[src/rtl/ndn_rx_framer.sv]
// Receive-side framer for the NDN router: parses chip-select-delimited SPI frames into
// metadata/length/name-prefix fields and buffers the payload in a small valid/ready FIFO.
module ndn_rx_framer #(
  parameter int FIFO_DEPTH   = 4,
  parameter int PREFIX_BYTES = 8
) (
  input  logic                      clk,
  input  logic                      rst,
  input  logic                      frame_cs_n,
  input  logic [7:0]                rx_byte,
  input  logic                      rx_valid,
  output logic [PREFIX_BYTES*8-1:0] prefix_out,
  output logic [5:0]                length_out,
  output logic [7:0]                metadata_out,
  output logic                      interest_packet,
  output logic                      prefix_ready,
  output logic [7:0]                pay_data,
  output logic                      pay_valid,
  input  logic                      pay_ready,
  output logic                      frame_done,
  output logic                      frame_error,
  output logic                      busy
);

  localparam int PW = PREFIX_BYTES * 8;
  localparam int SW = PW - 8;
  localparam int AW = $clog2(FIFO_DEPTH);
  localparam logic [AW:0] FULL_CNT = FIFO_DEPTH[AW:0];
  localparam logic [5:0] PFX_LAST = 6'(PREFIX_BYTES - 1);

  typedef enum logic [2:0] {
    IDLE, META, LEN, PREFIX, PAYLOAD, TAIL, ERR
  } state_t;

  state_t          state_q, state_d;
  logic [7:0]      meta_q, meta_d;
  logic [5:0]      len_q, len_d;
  logic [5:0]      cnt_q, cnt_d;
  logic [SW-1:0]   shadow_q, shadow_d;
  logic [PW-1:0]   prefix_out_q, prefix_out_d;
  logic [5:0]      length_out_q, length_out_d;
  logic [7:0]      metadata_out_q, metadata_out_d;
  logic            prefix_ready_q, prefix_ready_d;
  logic            frame_done_q, frame_done_d;
  logic            frame_error_q, frame_error_d;

  logic [7:0]      mem_q [FIFO_DEPTH];
  logic [AW-1:0]   wr_ptr_q, wr_ptr_d;
  logic [AW-1:0]   rd_ptr_q, rd_ptr_d;
  logic [AW:0]     count_q, count_d;
  logic            push;
  logic            pop;
  logic            full;
  logic            last_pay;

  assign pay_valid = (count_q != '0);
  assign pop       = pay_valid & pay_ready;
  assign full      = (count_q == FULL_CNT);
  assign last_pay  = (({1'b0, cnt_q} + 7'd1) == {1'b0, len_q});

  // NOTE: every variable gets a default first so no path leaves one unassigned
  // (which would infer a latch).
  always_comb begin
    state_d        = state_q;
    meta_d         = meta_q;
    len_d          = len_q;
    cnt_d          = cnt_q;
    shadow_d       = shadow_q;
    prefix_out_d   = prefix_out_q;
    length_out_d   = length_out_q;
    metadata_out_d = metadata_out_q;
    prefix_ready_d = 1'b0;
    frame_done_d   = 1'b0;
    frame_error_d  = 1'b0;
    push           = 1'b0;

    unique case (state_q)
      IDLE: begin
        if (!frame_cs_n) begin
          state_d = META;
          if (rx_valid) begin
            meta_d  = rx_byte;
            state_d = LEN;
          end
        end
      end
      META: begin
        if (frame_cs_n) begin
          frame_error_d = 1'b1;
          state_d       = IDLE;
        end else if (rx_valid) begin
          meta_d  = rx_byte;
          state_d = LEN;
        end
      end
      LEN: begin
        if (frame_cs_n) begin
          frame_error_d = 1'b1;
          state_d       = IDLE;
        end else if (rx_valid) begin
          if (rx_byte[7:6] != 2'b00) begin
            frame_error_d = 1'b1;
            state_d       = ERR;
          end else begin
            len_d   = rx_byte[5:0];
            cnt_d   = '0;
            state_d = PREFIX;
          end
        end
      end
      PREFIX: begin
        if (frame_cs_n) begin
          frame_error_d = 1'b1;
          state_d       = IDLE;
        end else if (rx_valid) begin
          shadow_d = SW'({shadow_q, rx_byte});
          cnt_d    = cnt_q + 6'd1;
          // Final prefix byte goes straight to the output register, bypassing the shadow.
          if (cnt_q == PFX_LAST) begin
            prefix_out_d   = {shadow_q, rx_byte};
            length_out_d   = len_q;
            metadata_out_d = meta_q;
            prefix_ready_d = 1'b1;
            cnt_d          = '0;
            if (len_q == '0) begin
              frame_done_d = 1'b1;
              state_d      = TAIL;
            end else begin
              state_d = PAYLOAD;
            end
          end
        end
      end
      PAYLOAD: begin
        if (frame_cs_n) begin
          frame_error_d = 1'b1;
          state_d       = IDLE;
        end else if (rx_valid) begin
          // A full FIFO can still take the byte if the consumer pops in the same cycle.
          if (full && !pop) begin
            frame_error_d = 1'b1;
            state_d       = ERR;
          end else begin
            push = 1'b1;
            if (last_pay) begin
              frame_done_d = 1'b1;
              state_d      = TAIL;
            end else begin
              cnt_d = cnt_q + 6'd1;
            end
          end
        end
      end
      TAIL, ERR: begin
        if (frame_cs_n) state_d = IDLE;
      end
      default: state_d = IDLE;
    endcase
  end

  always_comb begin
    wr_ptr_d = wr_ptr_q;
    rd_ptr_d = rd_ptr_q;
    count_d  = count_q;
    if (push) wr_ptr_d = wr_ptr_q + AW'(1);
    if (pop)  rd_ptr_d = rd_ptr_q + AW'(1);
    unique case ({push, pop})
      2'b10:   count_d = count_q + (AW+1)'(1);
      2'b01:   count_d = count_q - (AW+1)'(1);
      default: count_d = count_q;
    endcase
  end

  // NOTE: state registers use non-blocking assignments so every flop samples
  // pre-edge values regardless of block ordering.
  always_ff @(posedge clk or posedge rst) begin
    if (rst) begin
      state_q        <= IDLE;
      meta_q         <= '0;
      len_q          <= '0;
      cnt_q          <= '0;
      shadow_q       <= '0;
      prefix_out_q   <= '0;
      length_out_q   <= '0;
      metadata_out_q <= '0;
      prefix_ready_q <= 1'b0;
      frame_done_q   <= 1'b0;
      frame_error_q  <= 1'b0;
      wr_ptr_q       <= '0;
      rd_ptr_q       <= '0;
      count_q        <= '0;
    end else begin
      state_q        <= state_d;
      meta_q         <= meta_d;
      len_q          <= len_d;
      cnt_q          <= cnt_d;
      shadow_q       <= shadow_d;
      prefix_out_q   <= prefix_out_d;
      length_out_q   <= length_out_d;
      metadata_out_q <= metadata_out_d;
      prefix_ready_q <= prefix_ready_d;
      frame_done_q   <= frame_done_d;
      frame_error_q  <= frame_error_d;
      wr_ptr_q       <= wr_ptr_d;
      rd_ptr_q       <= rd_ptr_d;
      count_q        <= count_d;
    end
  end

  // NOTE: payload storage is not reset; pay_data is gated by pay_valid so stale
  // entries never reach the port.
  always_ff @(posedge clk) begin
    if (push) mem_q[wr_ptr_q] <= rx_byte;
  end

  assign pay_data        = pay_valid ? mem_q[rd_ptr_q] : 8'h00;
  assign prefix_out      = prefix_out_q;
  assign length_out      = length_out_q;
  assign metadata_out    = metadata_out_q;
  assign interest_packet = metadata_out_q[7];
  assign prefix_ready    = prefix_ready_q;
  assign frame_done      = frame_done_q;
  assign frame_error     = frame_error_q;
  assign busy            = (state_q != IDLE);

endmodule
[config.mk]
export PLATFORM = sky130hd
export DESIGN_NAME = ndn_rx_framer
export DESIGN_NICKNAME = d
export VERILOG_FILES = /design/src/rtl/ndn_rx_framer.sv
export SDC_FILE = /design/constraint.sdc
export NUM_CORES = 1
export LEC_CHECK = 0
export CAP_MARGIN = 30
export CELL_PAD_IN_SITES_DETAIL_PLACEMENT = 0
export CELL_PAD_IN_SITES_GLOBAL_PLACEMENT = 1
export CORE_UTILIZATION = 50
export CTS_BUF_LIST = sky130_fd_sc_hd__clkbuf_8
export CTS_CLUSTER_DIAMETER = 200
export DETAILED_ROUTE_END_ITERATION = 8
export PLACE_DENSITY_LB_ADDON = 0.1
export REMOVE_ABC_BUFFERS = 1
export SYNTH_ARGS = -nofsm -noshare
export SYNTH_HDL_FRONTEND = slang
export SYNTH_SLANG_ARGS = --single-unit
[constraint.sdc]
create_clock -name clk -period 16.05 [get_ports clk]
set_input_delay 3.21 -clock clk [delete_from_list [all_inputs] [get_ports clk]]
set_output_delay 3.21 -clock clk [all_outputs]
set_load 0.01 [all_outputs]
**Yosys cells after proc, flatten, opt, wreduce, memory -nomap -nowiden**

Memory sizes are Yosys's and may differ from the RTL's.
Cells that the tools add are included.

- Input port bits: 13
- Memories: 1
- Register bits after elaboration: 167
- Output and inout bits: 92
- Bits in writable memories: 32

Memory list:

| memory | depth | bits a word | rd ports | clocked after memory_dff | write ports | line | source |
|---|---|---|---|---|---|---|---|
| mem_q | 4 | 8 | 1 | 0 | 1 | 47 | `logic [7:0] mem_q [FIFO_DEPTH];` |

- Add/subtract/negate cells: 6
- Bitwise gates (word level): 3
- Multiplexer cells: 57
- Equality and inequality tests: 28
- Reduce and logical (&&, ||, !) cells: 18

Operator list:

| kind | number |
|---|---|
| two-way mux 6 bit | 10 |
| two-way mux 3 bit | 14 |
| two-way mux 1 bit | 26 |
| inequality test 2 bit, second input constant | 11 |
| one-hot mux 3 bit (6 select lines) | 1 |
| one-hot mux 6 bit (3 select lines) | 1 |
| inequality test 3 bit, second input constant | 5 |
| equality test 3 bit, second input constant | 4 |
| AND reduction 10 bit | 1 |
| nonzero test 3 bit | 3 |
| two-way mux 8 bit | 1 |
| AND reduction 4 bit | 2 |
| AND reduction 8 bit | 1 |
| adder 6 x 1 -> 7 bit, second input constant | 1 |
| equality test 7 x 6 -> 1 bit | 1 |
| adder 6 x 1 -> 6 bit, second input constant | 1 |
| equality test 3 x 2 -> 1 bit, second input constant | 2 |
| equality test 6 x 3 -> 1 bit, second input constant | 1 |
| zero test 6 bit | 1 |
| one-hot mux 3 bit (2 select lines) | 1 |
| AND reduction 3 bit | 2 |
| OR reduction 2 bit | 3 |
| adder 2 x 1 -> 2 bit, second input constant | 2 |
| inequality test 4 bit, second input constant | 1 |
| other kinds (14) | 16 |

**Longest topological paths before layout**

- Word-level depth: 10
- Mapped depth: 11
- Gate-level depth less buffers: 10

**Worst setup path after synthesis**

No wires, ideal clock.

- Path kind: in2reg
- From: in pay_ready
- To: reg count_q[2]
- Data arrival time: 4.966 ns
- Stages on the path: 10
- Data required time: 15.971 ns
- Buffers on the path: 0
- Path slack: 11.004 ns
- Cell sequence: nor4b_1 nand2b_1 nor2_1 inv_1 ha_1 inv_1 fa_1 xor2_1 nor2_1 xor2_1

- Cells in the longest elaborated chain, start to end: 9
- Elaborated cells on any way between the ends: 11

Ends and longest elaborated chain:

| what | line | source |
|---|---|---|
| from (decl) | 19 | `input logic pay_ready,` |
| bitwise AND 1 bit * | 57 | `assign pop = pay_valid & pay_ready;` |
| zero test 1 bit | 140 | `if (full && !pop) begin` |
| logical AND 1 bit | 140 |  |
| two-way mux 1 bit | 140 |  |
| two-way mux 1 bit | 138 | `end else if (rx_valid) begin` |
| two-way mux 1 bit | 135 | `if (frame_cs_n) begin` |
| two-way mux 1 bit | 77 | `unique case (state_q)` |
| equality test 2 x 1 -> 1 bit / equality test 2 bit (equally long branches) | 167 | `unique case ({push, pop})` |
| one-hot mux 3 bit (2 select lines) / nonzero test 2 bit (equally long branches) | n/a |  |
| to (signal assigned) | 206 | `count_q <= count_d;` |
| to (decl) | 50 | `logic [AW:0] count_q, count_d;` |

Every way passes the cells marked *; elsewhere a longest branch is shown, timed or not.
A chain may end at the register's enable or synchronous reset.

**Worst setup path after layout**

- From: in frame_cs_n
- To: reg prefix_out_q[11] (netlist: prefix_out[11])

- Cells in the longest elaborated chain, start to end: 2

Ends and longest elaborated chain:

| what | line | source |
|---|---|---|
| from (decl) | 9 | `input logic frame_cs_n,` |
| NOT 1 bit (no source line) | n/a |  |
| AND reduction 4 bit (no source line) | n/a |  |
| to (signal assigned) | 198 | `prefix_out_q <= prefix_out_d;` |
| to (decl) | 40 | `logic [PW-1:0] prefix_out_q, prefix_out_d;` |

Every way passes these cells.

==> flow_metrics.tcl <==
set metrics [dict create \
    final_antenna_net_count 0 \
    clk_pin_slew_worst_paths_ns 0.09 \
    numPortBuffers 104 \
    gr-usage-all-layers_pct 20.3 \
    avgSynthCellArea_um2 12.1 \
    synth-seq-area-share_pct 62.8 \
    row_count 46 \
    vdd.ir_drop.worst_mv 0.0674 \
    drt-vias-per-instance 5.15 \
    classification_of_the_worst_setup_path "input port to register" \
    routed-via-count 5138 \
    min_from "shadow_q[54]" \
    cts.repair_timing.setup_buffer_count 0 \
    dpl.hpwl_um 10100 \
    place_congestion 0.831 \
    synth-edff-count 32 \
    mostFrequentLayoutCells "nand2_1, dfrtp_1, clkdlybuf4s50_1" \
    n_antenna_cell 0 \
    endpoint_kind "register" \
    cap_violations 0 \
    drv_slew 0 \
    synth_cells 676 \
    power_per_cell_area_nw_per_um2 128 \
    rsz0062_at_grt "no" \
    fillCellCount 1269 \
    clock-skew-final_ns 0.0140 \
    drt_drc_violations_left 0 \
    ys.warnings.count 0 \
    cts.root.buffer_cell "clkbuf_8" \
    sequential_cell_area_um2 5140 \
    maximum_level_of_the_cts_h_tree 4 \
    layout.cells.most_common "nand2_1" \
    tritoncts "yes" \
    cts.sinks 199 \
    hold_ws_ns 0.470 \
    fmax_ghz 0.174 \
    area_of_combinational_cells_with_multiple_inputs_um2 2850 \
    critPathArrivalTime_ns 6.15 \
    outcome "complete, no violations" \
    worst_slew_margin_rel_pct 43.2 \
    die_height_um 130 \
    postSynth.asyncResetShare_pct 83.9 \
    crit_path_max_fanout 57 \
    fin_area_um2 9850 \
    maximum_number_of_pins_on_one_net_before_global_route_repair 94 \
    first_iter_violations 290 \
    reg2reg_setup_slack_ns 12.86 \
    cp_slowest_cell "clkdlybuf4s50_1" \
    critPathLaunchType "input port" \
    drt_pre_antenna_iters 4 \
    timing.reg2reg.worst_path_depth 9 \
    type_of_the_tightest_min_delay_check "register to register" \
    crit_path_max_incr_delay_ns 0.58 \
    synth_seq_cells 199 \
    die_w_um 130 \
    post-route-period-util_pct 35.9 \
    design.die.area_um2 16900 \
    drive_above_1_share_pct 17.8 \
    report.final.setup_viol 0 \
    avgRoutedWirePerCell_um 15.8 \
    grt_overflow 0 \
    grt_pass1_vias 5116 \
    tritoncts_buffer_count 17 \
    hold_path_depth 2 \
    leakagePower_nw 4.64 \
    cp_common_cell "nand2_1" \
    crit-reg2reg-launch "cnt_q[0]" \
    cp.required_ns 16.44 \
    p_total_mw 1.26 \
    fp.coreArea_um2 15900 \
    fin_setup_tns_ns 0 \
    worst_pin_slew_ns 0.852 \
    final-hold-violation-count 0 \
    timing.critical_path.cells "clkdlybuf4s50_1 -> nor3_1 -> nand3_4 -> buf_16 -> inv_2 -> buf_4 -> nand2_1 -> nand2_1" \
    floorplan.initialDensity_pct 51.4 \
    timing.critical_path.max_delay_family "buffers and inverters" \
    first_pass_grt_wire_length_um 26000 \
    fin_nets 789 \
    post_cts_resize_count 0 \
    synth_cell_types 54 \
    synth.cell_area_um2 8190 \
    later_pin_clock_latency_in_the_skew_report_ns 0.46 \
    drt-total-wl_um 15700 \
    cts-root-to-sink-buffers 2 \
    placedInstanceArea_um2 9370 \
    area_overhead_of_the_layout_relative_to_synthesis_pct 20.3 \
    number_of_top_level_design_ports 105 \
    timing.rr.end "prefix_out[11]" \
    cts_hold_buffers 0 \
    predominant_post_synthesis_flop_cell "dfrtp_1" \
    initial_antenna_violation_count 0 \
    timing.critical_path.buf_inv 4 \
    hold_path_end "prefix_out[62]" \
    post-route-min-period_ns 5.76 \
]
## synthesized netlist by cell type, types with 2 or more instances
cell type	count	area [um2]
xor2_1	4	35.0
mux2_4	2	30.0
a21oi_1	8	40.0
mux4_2	8	180
xnor2_1	8	70.1
nor2_1	13	48.8
o22ai_1	2	12.5
nand2b_1	4	25.0
o32ai_1	3	26.3
ha_1	6	75.1
o41ai_2	2	32.5
o21ai_0	8	40.0
nor2b_1	2	12.5
nand2_1	224	841
buf_4	5	37.5
buf_2	19	95.1
and2_1	13	81.3
mux2_2	78	878
nor3_1	5	25.0
and3_1	3	18.8
clkbuf_1	10	37.5
inv_1	10	37.5
edfxtp_1	32	961
mux2i_1	2	20.0
nand3_1	6	30.0
dfrtp_1	167	4180
or3_1	4	25.0
a31oi_1	2	12.5
## power breakdown
part / leakage, nW / switching, mW / total [mW] / internal (mW)
clock: 0.225 / 0.167 / 0.334 / 0.167
sequential: 2.55 / 0.0810 / 0.663 / 0.582
combinational: 1.86 / 0.112 / 0.263 / 0.151
## area by class of cell
class,count,share of cell area (%)
repair buffers,109,11.4
clock buffers,20,2.79
clock inverters,12,1.52
inverters,11,0.470
well taps,216,2.74
multi-input cells,431,28.9
flip-flops and latches,199,52.2
## per-stage QoR
step / std cells / util, % / setup WS [ns]
after floorplan: 641 / - / 8.32
after global placement: 964 / 58.8 / 9.36
after detailed placement: 964 / 58.8 / 9.29
after CTS: 996 / 61.4 / 9.79
after global routing: 998 / 61.8 / 9.97
final: 998 / 61.8 / 10.29
## flip-flops by register name, indices dropped and copies added (netlist names), 2 cells and up
name          count
prefix_out       64
shadow_q         56
mem_q            32
meta_q            8
metadata_out      8
cnt_q             6
len_q             6
length_out        6
count_q           3
state_q           3
rd_ptr_q          2
wr_ptr_q          2
## worst reg2reg max path: stages (launching register included)
cell and delay (ns):
dfrtp_1 0.45, ha_1 0.32, nand2_1 0.10, nor4_2 0.46
nand3_4 0.36, buf_16 0.32, inv_2 0.38, buf_4 0.51
nand2_1 0.14, nand2_1 0.08
## logic make-up after synthesis
group                      share of synthesized area, %
xor gates and xnor gates                           1.48
buffers and inverters                              2.63
AOI/OAI and AO/OA                                  3.76
muxes                                              13.7
adders and majority gates                          1.16
DFF                                                62.8
and+or+nand+nor                                    14.5
## routing by layer
metal	global-route usage, %	vias up	part of all wire (%)
met2	33.1	115	48
met3	4.63	14	4.2
met4	6.77	0	1.2
li1	-	2441	-
met5	0	-	0
met1	27.1	2568	46
## worst max path at each step
stage	startpoint	end	depth (start not counted)
4_1_cts	frame_cs_n	prefix_out[11]	7
2_1_floorplan	rst	cnt_q[0]	1
3_3_place_gp	frame_cs_n	prefix_out[5]	7
6_report	frame_cs_n	prefix_out[11]	8
5_1_grt	frame_cs_n	metadata_out[2]	8
3_5_place_dp	frame_cs_n	prefix_out[41]	7
Power figures use the tool's default switching activity.
==> RTL edit: new RTL, config.mk and constraints unchanged <==
The parameter `FIFO_DEPTH` goes from 4 to 2.
--- a/src/rtl/ndn_rx_framer.sv
+++ b/src/rtl/ndn_rx_framer.sv
@@ -1,7 +1,7 @@
 // Receive-side framer for the NDN router: parses chip-select-delimited SPI frames into
 // metadata/length/name-prefix fields and buffers the payload in a small valid/ready FIFO.
 module ndn_rx_framer #(
-  parameter int FIFO_DEPTH   = 4,
+  parameter int FIFO_DEPTH   = 2,
   parameter int PREFIX_BYTES = 8
 ) (
   input  logic                      clk,
Behaviour: no difference found for any inputs over 4 cycles, from zero or initial values and one cycle with rst high; that may be too few to reach the edited logic, so the function may still have changed.
==> RTL edit against the unedited design <==
Total power shrank 12%. Sequential cell count is 19 lower. Largest cell class unchanged. Critical endpoint is now length_out[2]. Clock skew is 0.0045 ns lower. Final area fell by 10%. Wire length fell by 18%. Cell count down 21%. Count of clock-buffer cells in the layout shrank 2. Setup slack got worse by 0.51 ns. Via count is 18% lower. Critical path type unchanged. Area after synthesis down 11%. Sequential power down 12%. Largest power group unchanged. Register-to-register slack got worse by 0.44 ns.
==> RTL edit: results (changes against the unedited design) <==
seq_cell_count: 180  # -9.5%
fin_cells: 784  # -21%
grt_max_degree: 80  # -15%
postSynth.asyncResetShare: 0.911  # +0.0719
hold_path_end: "metadata_out[7]"
finalWirelength_um: 12900  # -18%
status: "finished clean"
min_path_cells: 1  # -1
syn_to_final_growth_pct: 21.4
multi_input_gates: 278  # -35%
pre_cts_slack_ns: 9.26  # -0.0271 ns
clock_buffers: 18  # -10%
grt_pass1_wl_um: 21300  # -18%
wl_met3_um: 840  # +28%
synth_edf_count: 16  # -50%
hpwl_um: 8500  # -16%
cp-endpoint: "length_out[2]"
arrival_ns: 6.59  # +0.44 ns
area_share_clock_buf_inv: 0.0451  # +0.00190
multi_input_area_um2: 2530  # -11%
met3_usage: 0.0618  # +0.0155
placed_cell_area_um2: 8450  # -9.8%
tightest_slew_ns: 0.961  # +0.108 ns
wl_met1_um: 5810  # -20%
grt_pass1_vias: 4193  # -18%
inv_count: 6  # -5
drt_first_pass_iters: 6  # +2
buffers: 108  # -0.92%
dp.cells: 752  # -22%
reg2reg_depth: 7  # -2
via_per_inst: 5.35  # +3.9%
fill_cells: 1069  # -16%
[RTL edit: cell types whose count changed after synthesis, sizes merged, moves of 3 or more]
cell    delta
edfxtp    -16
dfrtp      -3
a31oi      +5
mux2i      +6
inv        -5
ha         -4
and2      -12
nand2    -213
mux4       -8
or3        -4
mux2      +68
buf        -8
nor2       +7
and3       -3
[RTL edit: cell families after synthesis]
| kind of cell | synth area share |
|---|---|
| AOI/OAI and AO/OA | 0.0381 |
| xor gates and xnor gates | 0.0144 |
| adders and majority gates | 0.00343 |
| buffers and inverters | 0.0245 |
| DFF | 0.629 |
| muxes | 0.241 |
| and+or+nand+nor | 0.0496 |
[RTL edit: power by group through the flow]
stage / clock network [mW] / logic (mW) / registers (mW)
6_report: 0.306 / 0.213 / 0.584
3_3_place_gp: 0 / 0.209 / 0.591
4_1_cts: 0.315 / 0.215 / 0.585
2_1_floorplan: 0 / 0.151 / 0.574
5_1_grt: 0.335 / 0.235 / 0.597
3_5_place_dp: 0 / 0.213 / 0.594
